===== config.mk =====
export PLATFORM = sky130hd
export DESIGN_NAME = vape_exec_tracker
export DESIGN_NICKNAME = d
export VERILOG_FILES = /design/src/rtl/vape_exec_tracker.sv
export SDC_FILE = /design/constraint.sdc
export NUM_CORES = 1
export LEC_CHECK = 0
export CAP_MARGIN = 10
export CORE_MARGIN = 1.5
export CORE_UTILIZATION = 47
export DETAILED_ROUTE_END_ITERATION = 6
export GPL_TIMING_DRIVEN = 0
export PLACE_DENSITY = 0.83
export SYNTH_ARGS = -nofsm -noshare
export SYNTH_HDL_FRONTEND = slang
export SYNTH_SLANG_ARGS = --single-unit

===== constraint.sdc =====
create_clock -name clk -period 3 [get_ports clk]
set_input_delay 0.6 -clock clk [delete_from_list [all_inputs] [get_ports clk]]
set_output_delay 0.6 -clock clk [all_outputs]
set_load 0.02 [all_outputs]

===== src/rtl/vape_exec_tracker.sv =====
// vape_exec_tracker: tracks one execution of the executable region (ER) and produces a
// registered proof-of-execution flag.
//
// A run starts when the monitor is clean and the PC sits on ER_min. It completes when the PC
// reaches ER_max without leaving the region and without a monitor violation. Any violation
// moves the tracker to FAIL and records a sticky cause. Region bounds are compared live every
// cycle.
//
// Ports:
//   clk          system clock, rising edge
//   reset_n      synchronous active-low reset
//   pc           current program counter
//   ER_min       first instruction address of the executable region
//   ER_max       last instruction address of the executable region
//   exec         combined monitor verdict (1 = clean this cycle)
//   exec1..exec5 per-property verdicts (immutability, atomicity/irq, reset, output, boundary)
//   exec_flag    registered proof-of-execution flag, high only in DONE
//   state        0 IDLE, 1 RUN, 2 DONE, 3 FAIL
//   cause        sticky failure cause; bit k-1 = execk low, bit 5 = premature ER exit
//   run_cycles   cycles spent in the current/last run, saturating
//   done_pulse   one-cycle pulse on entry to DONE
//   fail_pulse   one-cycle pulse on entry to FAIL
module vape_exec_tracker #(
  parameter int unsigned CNT_W = 16
) (
  input  logic             clk,
  input  logic             reset_n,
  input  logic [15:0]      pc,
  input  logic [15:0]      ER_min,
  input  logic [15:0]      ER_max,
  input  logic             exec,
  input  logic             exec1,
  input  logic             exec2,
  input  logic             exec3,
  input  logic             exec4,
  input  logic             exec5,
  output logic             exec_flag,
  output logic [1:0]       state,
  output logic [5:0]       cause,
  output logic [CNT_W-1:0] run_cycles,
  output logic             done_pulse,
  output logic             fail_pulse
);

  typedef enum logic [1:0] {
    StIdle = 2'd0,
    StRun  = 2'd1,
    StDone = 2'd2,
    StFail = 2'd3
  } state_e;

  state_e             state_q, state_d;
  logic               flag_q, flag_d;
  logic [5:0]         cause_q, cause_d;
  logic [CNT_W-1:0]   rc_q, rc_d;
  logic               done_q, done_d;
  logic               fail_q, fail_d;

  logic               entry;
  logic               in_er;
  logic               single_instr;
  logic [5:0]         verdict_cause;
  logic [CNT_W-1:0]   rc_inc;

  // An inverted region (ER_min > ER_max) can never be entered.
  assign entry         = exec & (pc == ER_min) & (ER_min <= ER_max);
  assign in_er         = (pc >= ER_min) & (pc <= ER_max);
  assign single_instr  = (ER_min == ER_max);
  assign verdict_cause = {1'b0, ~{exec5, exec4, exec3, exec2, exec1}};
  assign rc_inc        = (&rc_q) ? rc_q : rc_q + CNT_W'(1);

  always_comb begin
    state_d = state_q;
    cause_d = cause_q;
    rc_d    = rc_q;
    done_d  = 1'b0;
    fail_d  = 1'b0;

    case (state_q)
      StIdle, StFail: begin
        if (entry) begin
          rc_d    = CNT_W'(1);
          cause_d = 6'd0;
          if (single_instr) begin
            state_d = StDone;
            done_d  = 1'b1;
          end else begin
            state_d = StRun;
          end
        end
      end

      StRun: begin
        // The exiting cycle is counted too.
        rc_d = rc_inc;
        if (!exec) begin
          state_d = StFail;
          cause_d = verdict_cause;
          fail_d  = 1'b1;
        end else if (!in_er) begin
          state_d = StFail;
          cause_d = 6'b100000;
          fail_d  = 1'b1;
        end else if (pc == ER_max) begin
          state_d = StDone;
          done_d  = 1'b1;
        end
      end

      StDone: begin
        if (!exec) begin
          state_d = StFail;
          cause_d = verdict_cause;
          fail_d  = 1'b1;
        end else if (entry) begin
          state_d = StRun;
          rc_d    = CNT_W'(1);
          cause_d = 6'd0;
        end
      end

      default: state_d = StIdle;
    endcase

    flag_d = (state_d == StDone);
  end

  always_ff @(posedge clk) begin
    if (!reset_n) begin
      state_q <= StIdle;
      flag_q  <= 1'b0;
      cause_q <= 6'd0;
      rc_q    <= '0;
      done_q  <= 1'b0;
      fail_q  <= 1'b0;
    end else begin
      state_q <= state_d;
      flag_q  <= flag_d;
      cause_q <= cause_d;
      rc_q    <= rc_d;
      done_q  <= done_d;
      fail_q  <= fail_d;
    end
  end

  assign exec_flag  = flag_q;
  assign state      = state_q;
  assign cause      = cause_q;
  assign run_cycles = rc_q;
  assign done_pulse = done_q;
  assign fail_pulse = fail_q;

endmodule

==> out/summary.txt <==
Total track usage: 0.238
Synth area leaders: ha_1, dfxtp_1, inv_1
Worst Hold Class: reg2reg
Outcome: complete, but fails checks
Synthesis-stage register bit count: 27
Ant. Diodes: 0
Seq/Total Area, Yosys: 0.211
Layout fillers: 385
DRT antenna net count: 0
Reg-to-reg startpoint: state[0]
Commonest cells in the synthesized netlist: ha_1, inv_1, dfxtp_1
RSZ-0062 raised after global routing: yes
First-pass GRT wire length: 11,800 µm
FMAX: 0.328 GHz
Ports: 83
Violated checks: negative setup slack
Min Tclk post-route: 3.05 ns
Vias/cell: 5.77
Setup violators final: 1
Routed WL per cell: 15.4 µm
Vias in the first global route: 2,741
Count leader, synth: ha_1
Syn. warnings: 0
CP Data Arrival Time: 3.23 ns
Drt total wl: 7480 µm
Leakage: 1.63 nW
Post-Syn Instances: 316
Max cap viols: 0
Number of port buffers: 81
Total CTS buffers: 3
CP startpoint: ER_max[14]
Least-Margin Pin Slew: 0.648 ns
Layout cell share with drive strength beyond 1: 0.130
CTS Hold Bufs: 0
Post-Syn Nets: 423
Initial Util: 0.494
Max Buffers Root-to-Sink: 2
Root buffer cell: clkbuf_8
Distinct cell type count of the synthesized netlist: 50
Synth top area share: 0.250
Fin. Hold Viols: 0
Post-synth top flop: dfxtp_1
Synth-to-Final Area Change: 48.9%
Gpl congestion: 0.860
NumNets Final: 524
Post-synth top area cell: ha_1
Slew Viols, Final: 0
Area taken by multi-input logic gates: 2030 µm²
Post-route clock period utilization: 1.02
Mapped Avg Cell Area: 8.09 µm²
Critical Path Start Type: input port
Post-synth EDFFs: 0
Clk slew on worst S/H paths: 0.10 ns
Hold path start: cause[2]
Total Negative Setup Slacks: -0.0481 ns
Finished Core Util: 0.736
DIE AREA: 5890 µm²
Pwr per Cell Area: 248 nW/µm²
Total Power: 0.944 mW
Worst-case clock skew: 0.00804 ns
Initial antenna violation count: 0
CP Capture Type: flop
Vias: 2,802
Initial DRC Count: 225
Ys async rst share: 0
CTS tree: built
TritonCTS Sinks: 27
Clk Latency, worst-skew pair: 0.27 ns
Post-route DRC violation count: 0
Core area: 5170 µm²
GRT overflow: 0
Largest net degree at the start of global routing: 17
DP HPWL: 5630 µm
Register area: 541 µm²
Crit path kind: in2reg
Die Y: 76.8 µm
H-tree levels: 1
Placement Rows: 26
Synthesized cell area: 2560 µm²
Die width: 76.8 µm
Relative slew slack: 0.563
CP required: 3.18 ns
PnR worst setup slack: -0.0481 ns
DRT Pass-1 Iters: 4
VDD IR-drop max: 0.000189 V
Critical path peak fanout: 4
## power by group
part           switching, mW  total [mW]  internal [mW]
clock                  0.112       0.206         0.0940
combinational          0.192       0.364          0.172
sequential           0.00903       0.373          0.364
total                  0.313       0.944          0.631
## registers in the layout, indices dropped and copies added, names as in the netlist
signal,cells
cause,6
run_cycles,16
done_pulse,1
state,2
exec_flag,1
fail_pulse,1
## per-layer routing
| layer | wire length, µm | global-route usage | up-vias | share of wire |
|---|---|---|---|---|
| met5 | 0 | 0 | - | 0 |
| met4 | 155 | 0.0667 | 0 | 0.021 |
| met3 | 405 | 0.0202 | 22 | 0.054 |
| met2 | 3870 | 0.454 | 116 | 0.52 |
| met1 | 3050 | 0.279 | 1296 | 0.41 |
| li1 | - | - | 1368 | - |
## placed cells by master (no fill, tap or decap), types with 3 or more instances in the layout
cell              n
nor3_1            6
nor4_4            3
dfxtp_1          27
clkbuf_1          3
a31oi_1           3
o2bb2ai_1         5
a32oi_1           3
nand4_1          13
a21oi_1          21
ha_4              4
nand2_1          18
o211ai_1         10
o21ai_0          11
buf_4            17
dlygate4sd2_1    10
a211oi_1          3
xor2_1            8
inv_1            37
clkdlybuf4s50_1  66
clkbuf_8          3
a211oi_2          3
ha_1             47
and3_1            6
or3_1             3
nor2_1           23
nor2b_1           5
o21a_1            6
dlymetal6s2s_1    5
xnor2_1           3
## per-stage QoR
stage	instances	hold slack, ns	setup slack, ns	area, µm²
global route	486	0.490	-0.130	3810
floorplan	316	0.542	0.238	2560
CTS	480	0.475	0.00838	3680
detailed placement	467	0.449	-0.777	3460
global placement	467	0.446	-0.645	3460
finish	486	0.471	-0.0481	3810
## worst paths after layout
kind         depth (start not counted)  slack (ns)              to
min reg2reg                          1        0.47        cause[2]
max reg2reg                          8        0.53  run_cycles[10]
min                                  1        0.47        cause[2]
max                                 10       -0.05       exec_flag
## area by class of cell
class                           count  share of cell area
Buffer                              5             0.00624
Tap cell                           70              0.0230
Clock inverter                      1             0.00197
Inverter                           39              0.0384
Clock buffer                        3              0.0108
Multi-Input combinational cell    244               0.533
Timing Repair Buffer               97               0.244
Sequential cell                    27               0.142
## critical path, cell delays in order
cell	delay, ns
clkdlybuf4s50_1	0.45
inv_1	0.06
ha_1	0.29
nand4_1	0.24
or2_4	0.35
a211oi_4	0.26
nor3_2	0.12
o32a_1	0.39
a211oi_2	0.23
nor4b_2	0.24
## cells by family after synthesis
family / count (synthesis) / share of synthesized area
multiplexers: 2 / 0.00783
AO/OA/AOI/OAI: 84 / 0.220
buffers and inverters: 45 / 0.0675
adder cells (fa/ha/maj): 51 / 0.250
XOR/XNOR: 11 / 0.0377
AND/OR/NAND/NOR: 96 / 0.206
flip-flops: 27 / 0.211
## what timing repair did
action,4_1_cts,5_1_grt
endpoints found under the hold margin,0,0
resized for setup,32,17
setup endpoints to repair,24,25
buffers inserted,10,6
pin swaps,10,14
Power figures use the tool's default switching activity.
